===== src/rtl/apb_pkg.sv =====
// Shared types and default widths for the APB master bridge.
package apb_pkg;

  localparam int unsigned DEFAULT_DATA_WIDTH     = 32;
  localparam int unsigned DEFAULT_ADDR_WIDTH     = 32;
  localparam int unsigned DEFAULT_TIMEOUT_CYCLES = 255;
  // Wide enough for the largest legal TIMEOUT_CYCLES (65535).
  localparam int unsigned TIMEOUT_CNT_WIDTH      = 16;

  typedef enum logic [1:0] {
    ST_IDLE   = 2'd0,
    ST_SETUP  = 2'd1,
    ST_ACCESS = 2'd2
  } apb_state_e;

endpackage


===== src/rtl/apb_master_bridge.sv =====
// APB4 master bridge: turns a valid/ready command into one APB transfer and
// returns a single-cycle response pulse.
// Optional feature: define APB_MASTER_TIMEOUT_EN to abort ACCESS phases that
// see PREADY=0 for TIMEOUT_CYCLES cycles (error response with zero data).
module apb_master_bridge
  import apb_pkg::*;
#(
  parameter int unsigned DATA_WIDTH     = DEFAULT_DATA_WIDTH,
  parameter int unsigned ADDR_WIDTH     = DEFAULT_ADDR_WIDTH,
  parameter int unsigned TIMEOUT_CYCLES = DEFAULT_TIMEOUT_CYCLES
) (
  input  logic                    PCLK,
  input  logic                    PRESETn,
  // command side
  input  logic                    req_valid_i,
  output logic                    req_ready_o,
  input  logic [ADDR_WIDTH-1:0]   req_addr_i,
  input  logic                    req_write_i,
  input  logic [DATA_WIDTH-1:0]   req_wdata_i,
  input  logic [DATA_WIDTH/8-1:0] req_strb_i,
  // response side
  output logic                    rsp_valid_o,
  output logic [DATA_WIDTH-1:0]   rsp_rdata_o,
  output logic                    rsp_err_o,
  // APB4 master
  output logic [ADDR_WIDTH-1:0]   PADDR,
  output logic                    PSEL,
  output logic                    PENABLE,
  output logic                    PWRITE,
  output logic [DATA_WIDTH-1:0]   PWDATA,
  output logic [DATA_WIDTH/8-1:0] PSTRB,
  input  logic                    PREADY,
  input  logic [DATA_WIDTH-1:0]   PRDATA,
  input  logic                    PSLVERR
);

  localparam int unsigned STRB_WIDTH = DATA_WIDTH / 8;
  localparam int unsigned CNT_WIDTH  = TIMEOUT_CNT_WIDTH;

  // Elaboration-time sanity check on the configuration.
  if ((TIMEOUT_CYCLES < 1) || (TIMEOUT_CYCLES > 65535) || ((DATA_WIDTH % 8) != 0)) begin : g_param_check
    $error("apb_master_bridge: illegal DATA_WIDTH or TIMEOUT_CYCLES");
  end

  apb_state_e state_q;
  apb_state_e state_d;
  logic       accept_c;
  logic       done_c;
  logic       timeout_c;
  logic       psel_d;
  logic       penable_d;
  logic       ready_d;

`ifdef APB_MASTER_TIMEOUT_EN
  logic [CNT_WIDTH-1:0] cnt_q;

  // Count stalled ACCESS cycles; restart for every new transfer in SETUP.
  always_ff @(posedge PCLK or negedge PRESETn) begin
    if (!PRESETn) begin
      cnt_q <= '0;
    end else if (state_q == ST_SETUP) begin
      cnt_q <= '0;
    end else if ((state_q == ST_ACCESS) && !PREADY) begin
      cnt_q <= cnt_q + CNT_WIDTH'(1);
    end
  end

  // Fires on the stalled cycle that brings the count to TIMEOUT_CYCLES.
  assign timeout_c = (state_q == ST_ACCESS) && !PREADY &&
                     (cnt_q == CNT_WIDTH'(TIMEOUT_CYCLES - 1));
`else
  assign timeout_c = 1'b0;
`endif

  // State register.
  always_ff @(posedge PCLK or negedge PRESETn) begin
    if (!PRESETn) begin
      state_q <= ST_IDLE;
    end else begin
      state_q <= state_d;
    end
  end

  // Next-state logic; PREADY wins over a coincident timeout.
  always_comb begin
    state_d  = state_q;
    accept_c = 1'b0;
    done_c   = 1'b0;
    case (state_q)
      ST_IDLE: begin
        if (req_valid_i) begin
          accept_c = 1'b1;
          state_d  = ST_SETUP;
        end
      end
      ST_SETUP: begin
        state_d = ST_ACCESS;
      end
      ST_ACCESS: begin
        if (PREADY) begin
          done_c  = 1'b1;
          state_d = ST_IDLE;
        end else if (timeout_c) begin
          state_d = ST_IDLE;
        end
      end
      default: begin
        state_d = ST_IDLE;
      end
    endcase
  end

  // Phase outputs decoded from the upcoming state so they can be registered.
  always_comb begin
    psel_d    = 1'b0;
    penable_d = 1'b0;
    ready_d   = 1'b0;
    case (state_d)
      ST_IDLE: begin
        ready_d = 1'b1;
      end
      ST_SETUP: begin
        psel_d = 1'b1;
      end
      ST_ACCESS: begin
        psel_d    = 1'b1;
        penable_d = 1'b1;
      end
      default: begin
        ready_d = 1'b0;
      end
    endcase
  end

  // Registered phase outputs; reset lands in IDLE, ready to accept.
  always_ff @(posedge PCLK or negedge PRESETn) begin
    if (!PRESETn) begin
      PSEL        <= 1'b0;
      PENABLE     <= 1'b0;
      req_ready_o <= 1'b1;
    end else begin
      PSEL        <= psel_d;
      PENABLE     <= penable_d;
      req_ready_o <= ready_d;
    end
  end

  // Capture the command payload on acceptance; held through SETUP and ACCESS.
  always_ff @(posedge PCLK or negedge PRESETn) begin
    if (!PRESETn) begin
      PADDR  <= '0;
      PWRITE <= 1'b0;
      PWDATA <= '0;
      PSTRB  <= '0;
    end else if (accept_c) begin
      PADDR  <= req_addr_i;
      PWRITE <= req_write_i;
      PWDATA <= req_wdata_i;
      PSTRB  <= req_write_i ? req_strb_i : STRB_WIDTH'(0);
    end
  end

  // Response pulse; data and error hold their last values between pulses.
  always_ff @(posedge PCLK or negedge PRESETn) begin
    if (!PRESETn) begin
      rsp_valid_o <= 1'b0;
      rsp_rdata_o <= '0;
      rsp_err_o   <= 1'b0;
    end else begin
      rsp_valid_o <= done_c | timeout_c;
      if (done_c) begin
        rsp_rdata_o <= PWRITE ? DATA_WIDTH'(0) : PRDATA;
        rsp_err_o   <= PSLVERR;
      end else if (timeout_c) begin
        rsp_rdata_o <= '0;
        rsp_err_o   <= 1'b1;
      end
    end
  end

endmodule


===== config.mk =====
export PLATFORM = sky130hd
export DESIGN_NAME = apb_master_bridge
export DESIGN_NICKNAME = d
export VERILOG_FILES = /design/src/rtl/apb_pkg.sv /design/src/rtl/apb_master_bridge.sv
export SDC_FILE = /design/constraint.sdc
export NUM_CORES = 1
export LEC_CHECK = 0
export ABC_AREA = 1
export CAP_MARGIN = 30
export CORE_MARGIN = 4
export CORE_UTILIZATION = 41
export DETAILED_ROUTE_END_ITERATION = 7
export PLACE_DENSITY = 0.91
export SLEW_MARGIN = 0
export SYNTH_ARGS = -nofsm -noshare
export SYNTH_HDL_FRONTEND = slang
export SYNTH_SLANG_ARGS = --single-unit

===== constraint.sdc =====
create_clock -name PCLK -period 1.9 [get_ports PCLK]
set_clock_uncertainty 0.2 [all_clocks]
set_input_delay 0.38 -clock PCLK [delete_from_list [all_inputs] [get_ports PCLK]]
set_output_delay 0.38 -clock PCLK [all_outputs]
set_load 0.005 [all_outputs]

==> out/metrics.cfg <==
[outcome]
outcome=completed

[worst_setup_path]
r2r_setup_slack_ns=0.39
worstPathRequired_ns=1.32
cp.arrival_ns=1.26
critical_path.cell_chain=clkdlybuf4s50_1
crit_path_top_delay_cell=clkdlybuf4s50_1
r2r_cells=5
start_kind=flip-flop
rr_startpoint=state_q[0]
crit_buf_inv=1
worst-path-max-fanout=2
cp-startpoint=PWDATA[25]
path_class=reg -> out
regToRegEndpoint=PWDATA[6]
critPathMaxStageDelay_ns=0.53
endpoint=PWDATA[25]
crit_family=buffers and inverters
end_kind=output pin
cp_num_cells=1

[sta]
tightestPinTransition_ns=0.3516
fin_crit_ns=1.839
final_hold_viol_count=0
slew_viol_final=0
fin_crit_sh_pct=96.80
finalSetupViolations=0
fmax_mhz=543.7
finalSetupTns_ns=0
layout_setup_ws_ns=0.06072
max_slew_margin_pct=76.56

[yosys]
synth-compound-area-share_pct=0
synth.distinct_cells=12
synth_top_family_by_area=simple AND/OR/NAND/NOR gates
synth_nets=639
synth_xor_area_share_pct=0
synthesis.area_um2=4449
synth.mux.area_fraction_pct=0
synth-simple-area-share_pct=31.83
synthCells=531
ys_seq_area_share_pct=60.77
syn-mean-instance-area_um2=8.379
yosysWarnings=0
ys_ff_latch=108
synthAdderAreaFrac_pct=0.5624

[detailed_routing]
totalWireLength_mm=13.07
antenna_left=0
vias=4211
wl_per_cell_um=14.92
detail_route.first_pass.iterations=5
avgViaCountPerCell=4.807
dr.first_iter.drc_count=340
drc=0

[grt]
antenna_found_initial=0
grtUsageTotal_pct=20.97
grt_max_degree=69
grt_pass1_vias=4269
grt_first_pass_wirelength_mm=21.58
grt-ovfl-total=0

[final_layout]
final_common_cell=nand2_1
layout.nets=843
n_antenna_cell=0
final_cell_mix=243 x nand2_1, 198 x clkdlybuf4s50_1, 107 x dfrtp_1, 71 x nand3_1, 40 x inv_1
area_growth_pct=56.27
layout-drive-gt1-share_pct=4.595

[clock_tree]
clockBufferDepth=2
cts_max_level=3
numCtsBuffers=9
cts_num_sinks=108
cts_root_buf=clkbuf_8
tritoncts=built
clk_pin_slew_ns=0.10
clk_latency_ns=0.35

[die]
core_area_um2=10460
die_h_um=112.2
dieArea_um2=12580
row_count=37
io_pins=212
die_w_um=112.2
initial_core_util_pct=42.53

[place]
place_ws_ns=0.2119
io_buffers=211
dpl.hpwl_mm=9.672
place_congestion=0.8275

[flow_run]
drv_cap=0

[power_and_ir_drop]
max-vdd-ir-drop_mv=0.7834
p_per_area_nw_per_um2=1412
p_leak_nw=3.650

[min_path]
hp-class=in -> reg

[routing by layer]
| layer | vias to the layer above | global-route usage, % | wire (µm) | share of wire [%] |
|---|---|---|---|---|
| li1 | 2013 | - | - | - |
| met1 | 1985 | 26.30 | 5258 | 40 |
| met2 | 194 | 35.28 | 6399 | 49 |
| met3 | 19 | 6.469 | 1162 | 8.9 |
| met4 | 0 | 5.689 | 246 | 1.9 |
| met5 | - | 0 | 0 | 0 |
[cell usage after synthesis]
master / number / area, µm²
dfrtp_1: 107 / 2678
buf_2: 18 / 90.09
ha_1: 2 / 25.02
nand2_1: 243 / 912.1
dfstp_2: 1 / 26.28
nor2_4: 2 / 22.52
buf_4: 3 / 22.52
inv_1: 40 / 150.1
nand3_1: 71 / 355.3
nor2_1: 32 / 120.1
clkbuf_1: 11 / 41.29
nand2_2: 1 / 6.260
[logic make-up after synthesis]
| family | Yosys count |
|---|---|
| simple gates | 349 |
| flops | 108 |
| buf+inv | 72 |
| fa+ha+maj | 2 |
[registers in the layout, summed over array words and instances (netlist names)]
| register | flops |
|---|---|
| rsp_rdata_o | 32 |
| state_q | 2 |
| PADDR | 32 |
| req_ready_o | 1 |
| PWRITE | 1 |
| PENABLE | 1 |
| rsp_err_o | 1 |
| PSTRB | 4 |
| rsp_valid_o | 1 |
| PWDATA | 32 |
| PSEL | 1 |
[repair_timing]
| action | CTS | global route |
|---|---|---|
| hold buffers | 1 | 0 |
| endpoints found under the hold margin | 22 | 0 |
| endpoints found under the setup margin | 2 | 10 |
| buffers inserted | 0 | 2 |
| resized for setup | 2 | 9 |
[layout make-up]
| type | instances | area (µm²) |
|---|---|---|
| Sequential cell | 108 | 2704 |
| Inverter | 40 | 150.1 |
| Clock buffer | 10 | 127.6 |
| Fill cell | 838 | 3510 |
| Multi-Input combinational cell | 351 | 1441 |
| Timing Repair Buffer | 225 | 2295 |
| Tap cell | 136 | 170.2 |
| Clock inverter | 6 | 65.06 |
[per-stage QoR]
step	hold slack [ns]	cell area [µm²]	utilization [%]	instances	power, mW
after floorplan	-0.1156	4449	-	531	5.608
after global placement	0.1025	6715	64.18	857	8.341
after detailed placement	0.1140	6715	64.18	857	8.550
after CTS	0.2480	6915	66.10	874	9.948
after global routing	0.2643	6953	66.46	876	10.62
final	0.2481	6953	66.46	876	9.819
[worst reg2reg max path, cell delays in order, from the launching register on]
cell and delay (ns):
dfrtp_1 0.46, nor2_4 0.18, nand2_2 0.14, buf_12 0.22, nand2_1 0.16, nand2_1 0.06
[worst min path at each step]
| stage | start | to | slack, ns | cells past startpoint |
|---|---|---|---|---|
| global placement | PRESETn | PWRITE | 0.10 | 1 |
| CTS | req_valid_i | PWDATA[31] | 0.25 | 4 |
| detailed placement | PRESETn | PADDR[30] | 0.11 | 1 |
| finish | req_valid_i | PWDATA[31] | 0.25 | 4 |
| global route | PRESETn | PSTRB[2] | 0.26 | 2 |
| floorplan | PRESETn | PADDR[0] | -0.12 | 0 |
[where the power goes]
group | leakage (nW) | total (mW) | internal, mW | switching [mW]
logic | 2.20 | 4.51 | 2.52 | 1.99
registers | 1.35 | 3.93 | 3.34 | 0.596
clock network | 0.0962 | 1.38 | 0.611 | 0.769
total | 3.65 | 9.82 | 6.47 | 3.35
(Power assumes the default switching activity.)
